===== src/rtl/if_id_ex_pipe_ctrl_if.sv =====
// Bundle of hazard-unit commands, fetch/decode inputs and pipeline-register outputs
// exchanged between the front-end pipeline control block and the rest of the core.
interface if_id_ex_pipe_ctrl_if #(
    parameter int CTRL_W = 12,
    parameter int CNT_W  = 16
);
    logic              stall_pc;
    logic              stall_if_id;
    logic              flush_id_ex;
    logic              branch_taken;
    logic [31:0]       branch_target;
    logic [31:0]       imem_instr;
    logic              id_mem_read;
    logic [CTRL_W-1:0] id_ctrl;
    logic [31:0]       id_rs1_data;
    logic [31:0]       id_rs2_data;
    logic [31:0]       id_imm;

    logic [31:0]       pc;
    logic [31:0]       if_id_pc;
    logic [31:0]       if_id_instr;
    logic              if_id_valid;
    logic [4:0]        if_id_rs1;
    logic [4:0]        if_id_rs2;
    logic [31:0]       id_ex_pc;
    logic [4:0]        id_ex_rs1;
    logic [4:0]        id_ex_rs2;
    logic [4:0]        id_ex_rd;
    logic              id_ex_mem_read;
    logic [CTRL_W-1:0] id_ex_ctrl;
    logic [31:0]       id_ex_rs1_data;
    logic [31:0]       id_ex_rs2_data;
    logic [31:0]       id_ex_imm;
    logic              id_ex_valid;
    logic [CNT_W-1:0]  bubble_cnt;

    modport master (
        output stall_pc, stall_if_id, flush_id_ex, branch_taken, branch_target,
               imem_instr, id_mem_read, id_ctrl, id_rs1_data, id_rs2_data, id_imm,
        input  pc, if_id_pc, if_id_instr, if_id_valid, if_id_rs1, if_id_rs2,
               id_ex_pc, id_ex_rs1, id_ex_rs2, id_ex_rd, id_ex_mem_read, id_ex_ctrl,
               id_ex_rs1_data, id_ex_rs2_data, id_ex_imm, id_ex_valid, bubble_cnt
    );

    modport slave (
        input  stall_pc, stall_if_id, flush_id_ex, branch_taken, branch_target,
               imem_instr, id_mem_read, id_ctrl, id_rs1_data, id_rs2_data, id_imm,
        output pc, if_id_pc, if_id_instr, if_id_valid, if_id_rs1, if_id_rs2,
               id_ex_pc, id_ex_rs1, id_ex_rs2, id_ex_rd, id_ex_mem_read, id_ex_ctrl,
               id_ex_rs1_data, id_ex_rs2_data, id_ex_imm, id_ex_valid, bubble_cnt
    );
endinterface


===== src/rtl/if_id_ex_pipe_ctrl.sv =====
// PC, IF/ID and ID/EX registers of the RV32I front end, steered by hazard-unit
// stall/flush commands and EX branch redirects; counts load-use bubbles.
module if_id_ex_pipe_ctrl #(
    parameter logic [31:0] RESET_PC = 32'h0000_0000,
    parameter int          CTRL_W   = 12,
    parameter int          CNT_W    = 16
) (
    input logic                 clk,
    input logic                 rst_n,
    if_id_ex_pipe_ctrl_if.slave bus
);
    localparam logic [31:0] NOP_INSTR = 32'h0000_0013;

    logic [31:0]       pc_q;
    logic [31:0]       if_id_pc_q;
    logic [31:0]       if_id_instr_q;
    logic              if_id_valid_q;
    logic [31:0]       id_ex_pc_q;
    logic [4:0]        id_ex_rs1_q;
    logic [4:0]        id_ex_rs2_q;
    logic [4:0]        id_ex_rd_q;
    logic              id_ex_mem_read_q;
    logic [CTRL_W-1:0] id_ex_ctrl_q;
    logic [31:0]       id_ex_rs1_data_q;
    logic [31:0]       id_ex_rs2_data_q;
    logic [31:0]       id_ex_imm_q;
    logic              id_ex_valid_q;
    logic [CNT_W-1:0]  bubble_cnt_q;

    logic [4:0]        if_id_rs1;
    logic [4:0]        if_id_rs2;
    logic [4:0]        if_id_rd;
    logic              bubble_now;

    assign if_id_rs1  = if_id_instr_q[19:15];
    assign if_id_rs2  = if_id_instr_q[24:20];
    assign if_id_rd   = if_id_instr_q[11:7];
    assign bubble_now = bus.flush_id_ex && !bus.branch_taken;

    always_ff @(posedge clk or negedge rst_n) begin
        if (!rst_n) begin
            pc_q <= RESET_PC;
        end else if (bus.branch_taken) begin
            pc_q <= bus.branch_target;
        end else if (!bus.stall_pc) begin
            pc_q <= pc_q + 32'd4;
        end
    end

    always_ff @(posedge clk or negedge rst_n) begin
        if (!rst_n) begin
            if_id_pc_q    <= 32'h0;
            if_id_instr_q <= NOP_INSTR;
            if_id_valid_q <= 1'b0;
        end else if (bus.branch_taken) begin
            if_id_pc_q    <= 32'h0;
            if_id_instr_q <= NOP_INSTR;
            if_id_valid_q <= 1'b0;
        end else if (!bus.stall_if_id) begin
            if_id_pc_q    <= pc_q;
            if_id_instr_q <= bus.imem_instr;
            if_id_valid_q <= 1'b1;
        end
    end

    // Hazard-relevant fields are zeroed for an empty ID slot so a NOP never stalls.
    always_ff @(posedge clk or negedge rst_n) begin
        if (!rst_n) begin
            id_ex_pc_q       <= 32'h0;
            id_ex_rs1_q      <= 5'd0;
            id_ex_rs2_q      <= 5'd0;
            id_ex_rd_q       <= 5'd0;
            id_ex_mem_read_q <= 1'b0;
            id_ex_ctrl_q     <= '0;
            id_ex_rs1_data_q <= 32'h0;
            id_ex_rs2_data_q <= 32'h0;
            id_ex_imm_q      <= 32'h0;
            id_ex_valid_q    <= 1'b0;
        end else if (bus.branch_taken || bus.flush_id_ex) begin
            id_ex_pc_q       <= 32'h0;
            id_ex_rs1_q      <= 5'd0;
            id_ex_rs2_q      <= 5'd0;
            id_ex_rd_q       <= 5'd0;
            id_ex_mem_read_q <= 1'b0;
            id_ex_ctrl_q     <= '0;
            id_ex_rs1_data_q <= 32'h0;
            id_ex_rs2_data_q <= 32'h0;
            id_ex_imm_q      <= 32'h0;
            id_ex_valid_q    <= 1'b0;
        end else begin
            id_ex_pc_q       <= if_id_pc_q;
            id_ex_rs1_q      <= if_id_rs1;
            id_ex_rs2_q      <= if_id_rs2;
            id_ex_rd_q       <= if_id_valid_q ? if_id_rd : 5'd0;
            id_ex_mem_read_q <= if_id_valid_q && bus.id_mem_read;
            id_ex_ctrl_q     <= if_id_valid_q ? bus.id_ctrl : '0;
            id_ex_rs1_data_q <= bus.id_rs1_data;
            id_ex_rs2_data_q <= bus.id_rs2_data;
            id_ex_imm_q      <= bus.id_imm;
            id_ex_valid_q    <= if_id_valid_q;
        end
    end

    always_ff @(posedge clk or negedge rst_n) begin
        if (!rst_n) begin
            bubble_cnt_q <= '0;
        end else if (bubble_now && (bubble_cnt_q != '1)) begin
            bubble_cnt_q <= bubble_cnt_q + 1'b1;
        end
    end

    assign bus.pc             = pc_q;
    assign bus.if_id_pc       = if_id_pc_q;
    assign bus.if_id_instr    = if_id_instr_q;
    assign bus.if_id_valid    = if_id_valid_q;
    assign bus.if_id_rs1      = if_id_rs1;
    assign bus.if_id_rs2      = if_id_rs2;
    assign bus.id_ex_pc       = id_ex_pc_q;
    assign bus.id_ex_rs1      = id_ex_rs1_q;
    assign bus.id_ex_rs2      = id_ex_rs2_q;
    assign bus.id_ex_rd       = id_ex_rd_q;
    assign bus.id_ex_mem_read = id_ex_mem_read_q;
    assign bus.id_ex_ctrl     = id_ex_ctrl_q;
    assign bus.id_ex_rs1_data = id_ex_rs1_data_q;
    assign bus.id_ex_rs2_data = id_ex_rs2_data_q;
    assign bus.id_ex_imm      = id_ex_imm_q;
    assign bus.id_ex_valid    = id_ex_valid_q;
    assign bus.bubble_cnt     = bubble_cnt_q;
endmodule


===== src/flat_wrapper.sv =====
// flat-port wrapper written by rule: the top's interface ports become plain ports
module if_id_ex_pipe_ctrl_flat 
#(
    parameter logic [31:0] RESET_PC = 32'h0000_0000,
    parameter int          CTRL_W   = 12,
    parameter int          CNT_W    = 16
)
  (clk, rst_n, bus_stall_pc, bus_stall_if_id, bus_flush_id_ex, bus_branch_taken, bus_branch_target, bus_imem_instr, bus_id_mem_read, bus_id_ctrl, bus_id_rs1_data, bus_id_rs2_data, bus_id_imm, bus_pc, bus_if_id_pc, bus_if_id_instr, bus_if_id_valid, bus_if_id_rs1, bus_if_id_rs2, bus_id_ex_pc, bus_id_ex_rs1, bus_id_ex_rs2, bus_id_ex_rd, bus_id_ex_mem_read, bus_id_ex_ctrl, bus_id_ex_rs1_data, bus_id_ex_rs2_data, bus_id_ex_imm, bus_id_ex_valid, bus_bubble_cnt);
  if_id_ex_pipe_ctrl_if #(.CTRL_W(CTRL_W), .CNT_W(CNT_W)) bus_i ();
  input logic clk;
  input logic rst_n;
  input wire logic [$bits(bus_i.stall_pc)-1:0] bus_stall_pc;
  input wire logic [$bits(bus_i.stall_if_id)-1:0] bus_stall_if_id;
  input wire logic [$bits(bus_i.flush_id_ex)-1:0] bus_flush_id_ex;
  input wire logic [$bits(bus_i.branch_taken)-1:0] bus_branch_taken;
  input wire logic [$bits(bus_i.branch_target)-1:0] bus_branch_target;
  input wire logic [$bits(bus_i.imem_instr)-1:0] bus_imem_instr;
  input wire logic [$bits(bus_i.id_mem_read)-1:0] bus_id_mem_read;
  input wire logic [$bits(bus_i.id_ctrl)-1:0] bus_id_ctrl;
  input wire logic [$bits(bus_i.id_rs1_data)-1:0] bus_id_rs1_data;
  input wire logic [$bits(bus_i.id_rs2_data)-1:0] bus_id_rs2_data;
  input wire logic [$bits(bus_i.id_imm)-1:0] bus_id_imm;
  output wire logic [$bits(bus_i.pc)-1:0] bus_pc;
  output wire logic [$bits(bus_i.if_id_pc)-1:0] bus_if_id_pc;
  output wire logic [$bits(bus_i.if_id_instr)-1:0] bus_if_id_instr;
  output wire logic [$bits(bus_i.if_id_valid)-1:0] bus_if_id_valid;
  output wire logic [$bits(bus_i.if_id_rs1)-1:0] bus_if_id_rs1;
  output wire logic [$bits(bus_i.if_id_rs2)-1:0] bus_if_id_rs2;
  output wire logic [$bits(bus_i.id_ex_pc)-1:0] bus_id_ex_pc;
  output wire logic [$bits(bus_i.id_ex_rs1)-1:0] bus_id_ex_rs1;
  output wire logic [$bits(bus_i.id_ex_rs2)-1:0] bus_id_ex_rs2;
  output wire logic [$bits(bus_i.id_ex_rd)-1:0] bus_id_ex_rd;
  output wire logic [$bits(bus_i.id_ex_mem_read)-1:0] bus_id_ex_mem_read;
  output wire logic [$bits(bus_i.id_ex_ctrl)-1:0] bus_id_ex_ctrl;
  output wire logic [$bits(bus_i.id_ex_rs1_data)-1:0] bus_id_ex_rs1_data;
  output wire logic [$bits(bus_i.id_ex_rs2_data)-1:0] bus_id_ex_rs2_data;
  output wire logic [$bits(bus_i.id_ex_imm)-1:0] bus_id_ex_imm;
  output wire logic [$bits(bus_i.id_ex_valid)-1:0] bus_id_ex_valid;
  output wire logic [$bits(bus_i.bubble_cnt)-1:0] bus_bubble_cnt;
  assign bus_i.stall_pc = bus_stall_pc;
  assign bus_i.stall_if_id = bus_stall_if_id;
  assign bus_i.flush_id_ex = bus_flush_id_ex;
  assign bus_i.branch_taken = bus_branch_taken;
  assign bus_i.branch_target = bus_branch_target;
  assign bus_i.imem_instr = bus_imem_instr;
  assign bus_i.id_mem_read = bus_id_mem_read;
  assign bus_i.id_ctrl = bus_id_ctrl;
  assign bus_i.id_rs1_data = bus_id_rs1_data;
  assign bus_i.id_rs2_data = bus_id_rs2_data;
  assign bus_i.id_imm = bus_id_imm;
  assign bus_pc = bus_i.pc;
  assign bus_if_id_pc = bus_i.if_id_pc;
  assign bus_if_id_instr = bus_i.if_id_instr;
  assign bus_if_id_valid = bus_i.if_id_valid;
  assign bus_if_id_rs1 = bus_i.if_id_rs1;
  assign bus_if_id_rs2 = bus_i.if_id_rs2;
  assign bus_id_ex_pc = bus_i.id_ex_pc;
  assign bus_id_ex_rs1 = bus_i.id_ex_rs1;
  assign bus_id_ex_rs2 = bus_i.id_ex_rs2;
  assign bus_id_ex_rd = bus_i.id_ex_rd;
  assign bus_id_ex_mem_read = bus_i.id_ex_mem_read;
  assign bus_id_ex_ctrl = bus_i.id_ex_ctrl;
  assign bus_id_ex_rs1_data = bus_i.id_ex_rs1_data;
  assign bus_id_ex_rs2_data = bus_i.id_ex_rs2_data;
  assign bus_id_ex_imm = bus_i.id_ex_imm;
  assign bus_id_ex_valid = bus_i.id_ex_valid;
  assign bus_bubble_cnt = bus_i.bubble_cnt;
  if_id_ex_pipe_ctrl #(.RESET_PC(RESET_PC), .CTRL_W(CTRL_W), .CNT_W(CNT_W)) u_core (.clk(clk), .rst_n(rst_n), .bus(bus_i));
endmodule

===== config.mk =====
export PLATFORM = sky130hd
export DESIGN_NAME = if_id_ex_pipe_ctrl_flat
export DESIGN_NICKNAME = d
export VERILOG_FILES = /design/src/rtl/if_id_ex_pipe_ctrl_if.sv /design/src/rtl/if_id_ex_pipe_ctrl.sv /design/src/flat_wrapper.sv
export SDC_FILE = /design/constraint.sdc
export NUM_CORES = 1
export LEC_CHECK = 0
export ABC_AREA = 0
export BUFFER_PORTS_ARGS = -buffer_cell sky130_fd_sc_hd__clkbuf_2
export CORE_AREA = 2 2 176 178
export CTS_BUF_LIST = sky130_fd_sc_hd__clkbuf_8
export DETAILED_ROUTE_END_ITERATION = 12
export DIE_AREA = 0 0 178 180
export PLACE_DENSITY = 0.72
export SYNTH_ARGS = -nofsm -noshare
export SYNTH_HDL_FRONTEND = slang
export SYNTH_SLANG_ARGS = --single-unit

===== constraint.sdc =====
create_clock -name clk -period 3 [get_ports clk]
set_clock_uncertainty 0.2 [all_clocks]
set_input_delay 0.6 -clock clk [delete_from_list [all_inputs] [get_ports clk]]
set_output_delay 0.6 -clock clk [all_outputs]
set_load 0.01 [all_outputs]

Word-level counts from Yosys, hierarchy flattened
Cells that the tools add are included. Widths: inputs -> output; s select.

Register bits after elaboration: 270. Latch bits: 0. RAM bits: 0. Bits in read-only memories: 0. Input bits: 179. Output and inout bits: 280. Word-level logic and storage cells: 45. Memories kept: 0.

Add/sub/neg operators: 2. $mul: 0. Div/mod/pow operators: 0. Magnitude comparators: 0. Equal/unequal tests: 3. Shift-type cells: 0. Muxes and demuxes: 20. Bitwise logic cells: 0. Reductions and logical operators: 5.

Operators by type and width (number): $mux 32 (10); $add 32x3->32 const B (1); $mux 12 (2); $mux 5 (4); $add 16x1->16 const B (1); $ne 16x16->1 const B (1); $mux 1 (4); $ne 2x1->1 const B (2); $logic_and 1x1->1 (3); $logic_not 1->1 (1); $logic_or 1x1->1 (1).

Longest topological paths before layout
Depth after elaboration: 3. Mapped depth: 6. Depth with buffers taken out: 5.

Worst setup path before layout
No wires, ideal clock.

Path type: input to register. Start point: in bus_stall_pc. End point: reg u_core.pc_q[24], in the netlist u_core.bus.pc[24]. Setup time: 0.082 ns. Arrival: 1.954 ns. Required time: 2.718 ns. Path slack: 0.764 ns. Stages: 5. Path buffers: 1. Cells stage by stage: nand4b_1 or3_1 buf_2 or4_1 a31oi_1.

Cells in the longest elaborated chain, start to end: 1.

RTL lines: from (decl) (RTL line flat_wrapper.sv:12) `input wire logic [$bits(bus_i.stall_pc)-1:0] bus_stall_pc;`; $ne 2x1->1 (no line); to (signal assigned) (RTL line if_id_ex_pipe_ctrl.sv:44) `pc_q <= bus.branch_target;`; to (signal assigned) (RTL line if_id_ex_pipe_ctrl.sv:46) `pc_q <= pc_q + 32'd4;`; to (decl) (RTL line if_id_ex_pipe_ctrl.sv:14) `logic [31:0] pc_q;`.

Every way passes these cells. A chain may end at the register's enable or synchronous reset.

Worst setup path after layout
Start point: reg u_core.pc_q[4], in the netlist u_core.bus.pc[4]. End point: reg u_core.pc_q[26], in the netlist u_core.bus.pc[26].

Cells in the longest elaborated chain, start to end: 3.

RTL lines: $add 32x3->32 (RTL line if_id_ex_pipe_ctrl.sv:46); $mux 32 (RTL line if_id_ex_pipe_ctrl.sv:45) `end else if (!bus.stall_pc) begin`; $mux 32 (RTL line if_id_ex_pipe_ctrl.sv:43) `end else if (bus.branch_taken) begin`.

Every way passes these cells. The select of a mux whose other input is x is not followed.

==> impl_metrics.toml <==
[synthesis]
synth_ff_type = "dfrtp_1"
ys_seq_elements = 270
yosysWarnings = 0
synth-async-reset-ratio_pct = 100
synth_enable_flop_cells = 0
synth_area_sq_um = 10300
ys_top_cells_by_area = "dfrtp_1 65%, and2_1 8.5%, mux2i_1 6.3%, nor2_1 3.0%, and3_1 1.4%"
synth_top_area_share_pct = 65.1
ys_seq_area_share_pct = 65.9
synth_cell_type_count = 41
mappedNetlistNets = 1014
synth_top_cell_by_area = "dfrtp_1"
syn_inst = 833
syn_avg_cell_area_sq_um = 12.3

[detailed_routing]
drt_iter0_markers = 383
vias = 8010
drt_wl_total_microns = 30600
drc_errors = 0
detail-route-antenna-nets = 0
viasPerCell = 4.62
wire_per_inst_microns = 17.7
firstDrtPassIters = 4

[timing]
fmax_mhz = 404
hold_viol = 0
layout_setup_ws_ns = 0.527
rsz0062_at_grt = "no"
drv_slew = 0
relSlewSlack_pct = 53.8
final-setup-viol-count = 0
tns_ns = 0
fin_crit_ns = 2.47
tightest_slew_ns = 0.693
finalCritPeriodShare_pct = 82.4

[pwr]
swShare_pct = 26.2
totalPowerFinal_uw = 8310
power_density_nw_per_um2 = 594
clkPwrFrac_pct = 39.1
peakVddDrop_mv = 0.276
combPwrFrac_pct = 11.9
p_sw_uw = 2180
power.internal_uw = 6130
p_seq_share_pct = 49.0
leakagePower_uw = 0.00767

[place]
dp_slack_ns = 0.370
globalplace.congestion = 0.877
numPortBuffers = 458
hpwlAfterDp_microns = 23000

[setup_path]
cp_top_family = "simple AND/OR/NAND/NOR gates"
crit_path_end_kind = "flop"
start_kind = "flop"
cp_max_fo = 18
crit_cells = 4
required_ns = 3.25
crit_buf_inv = 0
crit_path_top_delay_cell = "or4_1"
crit_arrival_ns = 2.72
ff2ff_path_depth = 4
timing.critical_path.mode_cell = "or4_1"
path_cells = "nand4_2 -> or4_1 -> or4_1 -> a31oi_1"
slowest_delay_ns = 0.76
crit_type = "flop to flop"

[layout]
drive_gt1_share_pct = 41.3
area_delta_synth_final_pct = 36.4
final_nets = 1485

[outcome]
outcome = "complete, no violations"

[floorplan]
die_h_microns = 180
fp.dieW_microns = 178
fp.dieArea_sq_um = 32000
core_sq_um = 30200
start_util_pct = 34.0
ios = 459
rows = 64

[clocking]
cts.sinks = 270
cts_max_level = 2
insertion_delay_ns = 0.54
root_buffer = "clkbuf_8"
cts_tree = "done"
clkTransAtPathRegs_ns = 0.06
post_cts_resized = 0
cts_max_path_buffers = 3
cts-buffers-inserted = 46

[global_route]
overflow = 0
track_usage_pct = 18.7
antenna_found_initial = 2
grt_max_degree = 84
grt_pass1_vias = 8072
grt_pass1_wl_microns = 46900

[worst_hold_path]
hold_depth = 2
worstHoldPathType = "input port to flop"

[flow_run]
cap_violations = 0
[layout by cell type, fill, tap and decap left out, types with 3 or more instances in the layout]
| cell | netlist | routed |
|---|---|---|
| a2111oi_0 | 3 | 3 |
| a211oi_1 | 3 | 3 |
| a21oi_1 | 3 | 3 |
| a31oi_1 | 15 | 15 |
| and2_1 | 140 | 140 |
| and3_1 | 23 | 23 |
| and4_1 | 4 | 4 |
| buf_12 | 0 | 8 |
| buf_4 | 10 | 15 |
| clkbuf_2 | 0 | 455 |
| clkbuf_8 | 0 | 56 |
| clkinv_2 | 0 | 3 |
| dfrtp_1 | 267 | 267 |
| dfstp_2 | 3 | 3 |
| inv_1 | 7 | 24 |
| mux2_2 | 5 | 5 |
| mux2i_1 | 65 | 65 |
| nand2_1 | 33 | 33 |
| nand3_1 | 18 | 18 |
| nand4_1 | 12 | 12 |
| nor2_1 | 81 | 80 |
| nor2b_1 | 3 | 3 |
| nor3_1 | 6 | 6 |
| o211ai_1 | 4 | 4 |
| o21ai_0 | 17 | 17 |
| o31ai_1 | 11 | 11 |
| or3_1 | 4 | 4 |
| or4_1 | 14 | 14 |
| xnor2_1 | 9 | 9 |
| xor2_1 | 14 | 14 |
[area by class of cell]
type | count | area (sq um)
fillers | 2788 | 16200
flip-flops and latches | 270 | 6760
multi-input cells | 499 | 3220
repair buffers | 480 | 2570
clock buffers | 56 | 771
well taps | 396 | 495
clock inverters | 22 | 139
inverters | 7 | 26.3
diodes | 2 | 5.00
[layer usage]
metal  up-vias  GRT usage (%)  part of all wire (%)
li1       3754              -                     -
met4         0           7.70                   2.8
met3        50           4.10                   7.0
met2       317           31.4                    50
met1      3889           23.3                    40
met5         -              0                     0
[stage by stage]
stage          instance area, sq um  instances  util, %  hold WS (ns)
6_report                      14000       1732     46.3        0.0661
5_1_grt                       14000       1732     46.3        0.0202
4_1_cts                       14000       1730     46.3        0.0272
3_5_place_dp                  13100       1651     43.3         0.299
3_3_place_gp                  13100       1651     43.3         0.292
2_1_floorplan                 10300        833        -         0.104
[cell families after synthesis]
logic type / count (synthesis) / share of synthesized area (%)
AND/OR/NAND/NOR: 345 / 18.5
flip-flops: 270 / 65.9
multiplexers: 70 / 6.89
buffers and inverters: 64 / 2.81
AO/OA/AOI/OAI: 59 / 3.72
XOR/XNOR: 23 / 1.96
adder cells (fa/ha/maj): 2 / 0.244
[sequential cells by signal, summed over array words and instances (netlist names), 16 cells and up]
| register | count |
|---|---|
| u_core.bus.if_id_pc | 32 |
| u_core.bus.if_id_instr | 32 |
| u_core.bus.bubble_cnt | 16 |
| u_core.bus.id_ex_rs1_data | 32 |
| u_core.bus.id_ex_imm | 32 |
| u_core.bus.id_ex_rs2_data | 32 |
| u_core.bus.pc | 32 |
| u_core.bus.id_ex_pc | 32 |
[cells in the mapped netlist (all sizes together), types with 4 or more instances]
| master | number |
|---|---|
| nor3 | 6 |
| xor2 | 14 |
| nand2 | 33 |
| nor2 | 81 |
| or3 | 4 |
| and2 | 140 |
| and4 | 5 |
| clkbuf | 37 |
| inv | 7 |
| or4 | 14 |
| xnor2 | 9 |
| a31oi | 15 |
| dfrtp | 267 |
| nand4 | 13 |
| o31ai | 11 |
| mux2 | 5 |
| buf | 20 |
| mux2i | 65 |
| and3 | 23 |
| nand3 | 18 |
| o21ai | 17 |
| o211ai | 4 |
[timing repair]
action / in CTS / in global routing
hold buffers: 1 / 0
hold endpoints to repair: 72 / 0
setup buffers: 0 / 0
[worst paths after layout]
| kind | startpoint | endpoint | slack [ns] |
|---|---|---|---|
| min in group asynchronous | rst_n | u_core.bus.id_ex_pc[27] | 0.48 |
| worst max register to register | u_core.bus.pc[4] | u_core.bus.pc[26] | 0.53 |
| max in group asynchronous | rst_n | u_core.bus.id_ex_imm[6] | 1.37 |
| worst min-delay path | bus_id_rs2_data[31] | u_core.bus.id_ex_rs2_data[31] | 0.07 |
| worst max-delay path | u_core.bus.pc[4] | u_core.bus.pc[26] | 0.53 |
| worst min register to register | u_core.bus.bubble_cnt[5] | u_core.bus.bubble_cnt[5] | 0.31 |
[power groups by stage]
stage | Clock (uW) | Combinational, uW | Sequential [uW]
5_1_grt | 3530 | 1090 | 4100
6_report | 3250 | 985 | 4070
2_1_floorplan | 0 | 352 | 4180
3_3_place_gp | 0 | 984 | 4120
4_1_cts | 3350 | 1000 | 4070
3_5_place_dp | 0 | 997 | 4140
Note: power is estimated with default switching activity, not from simulation.
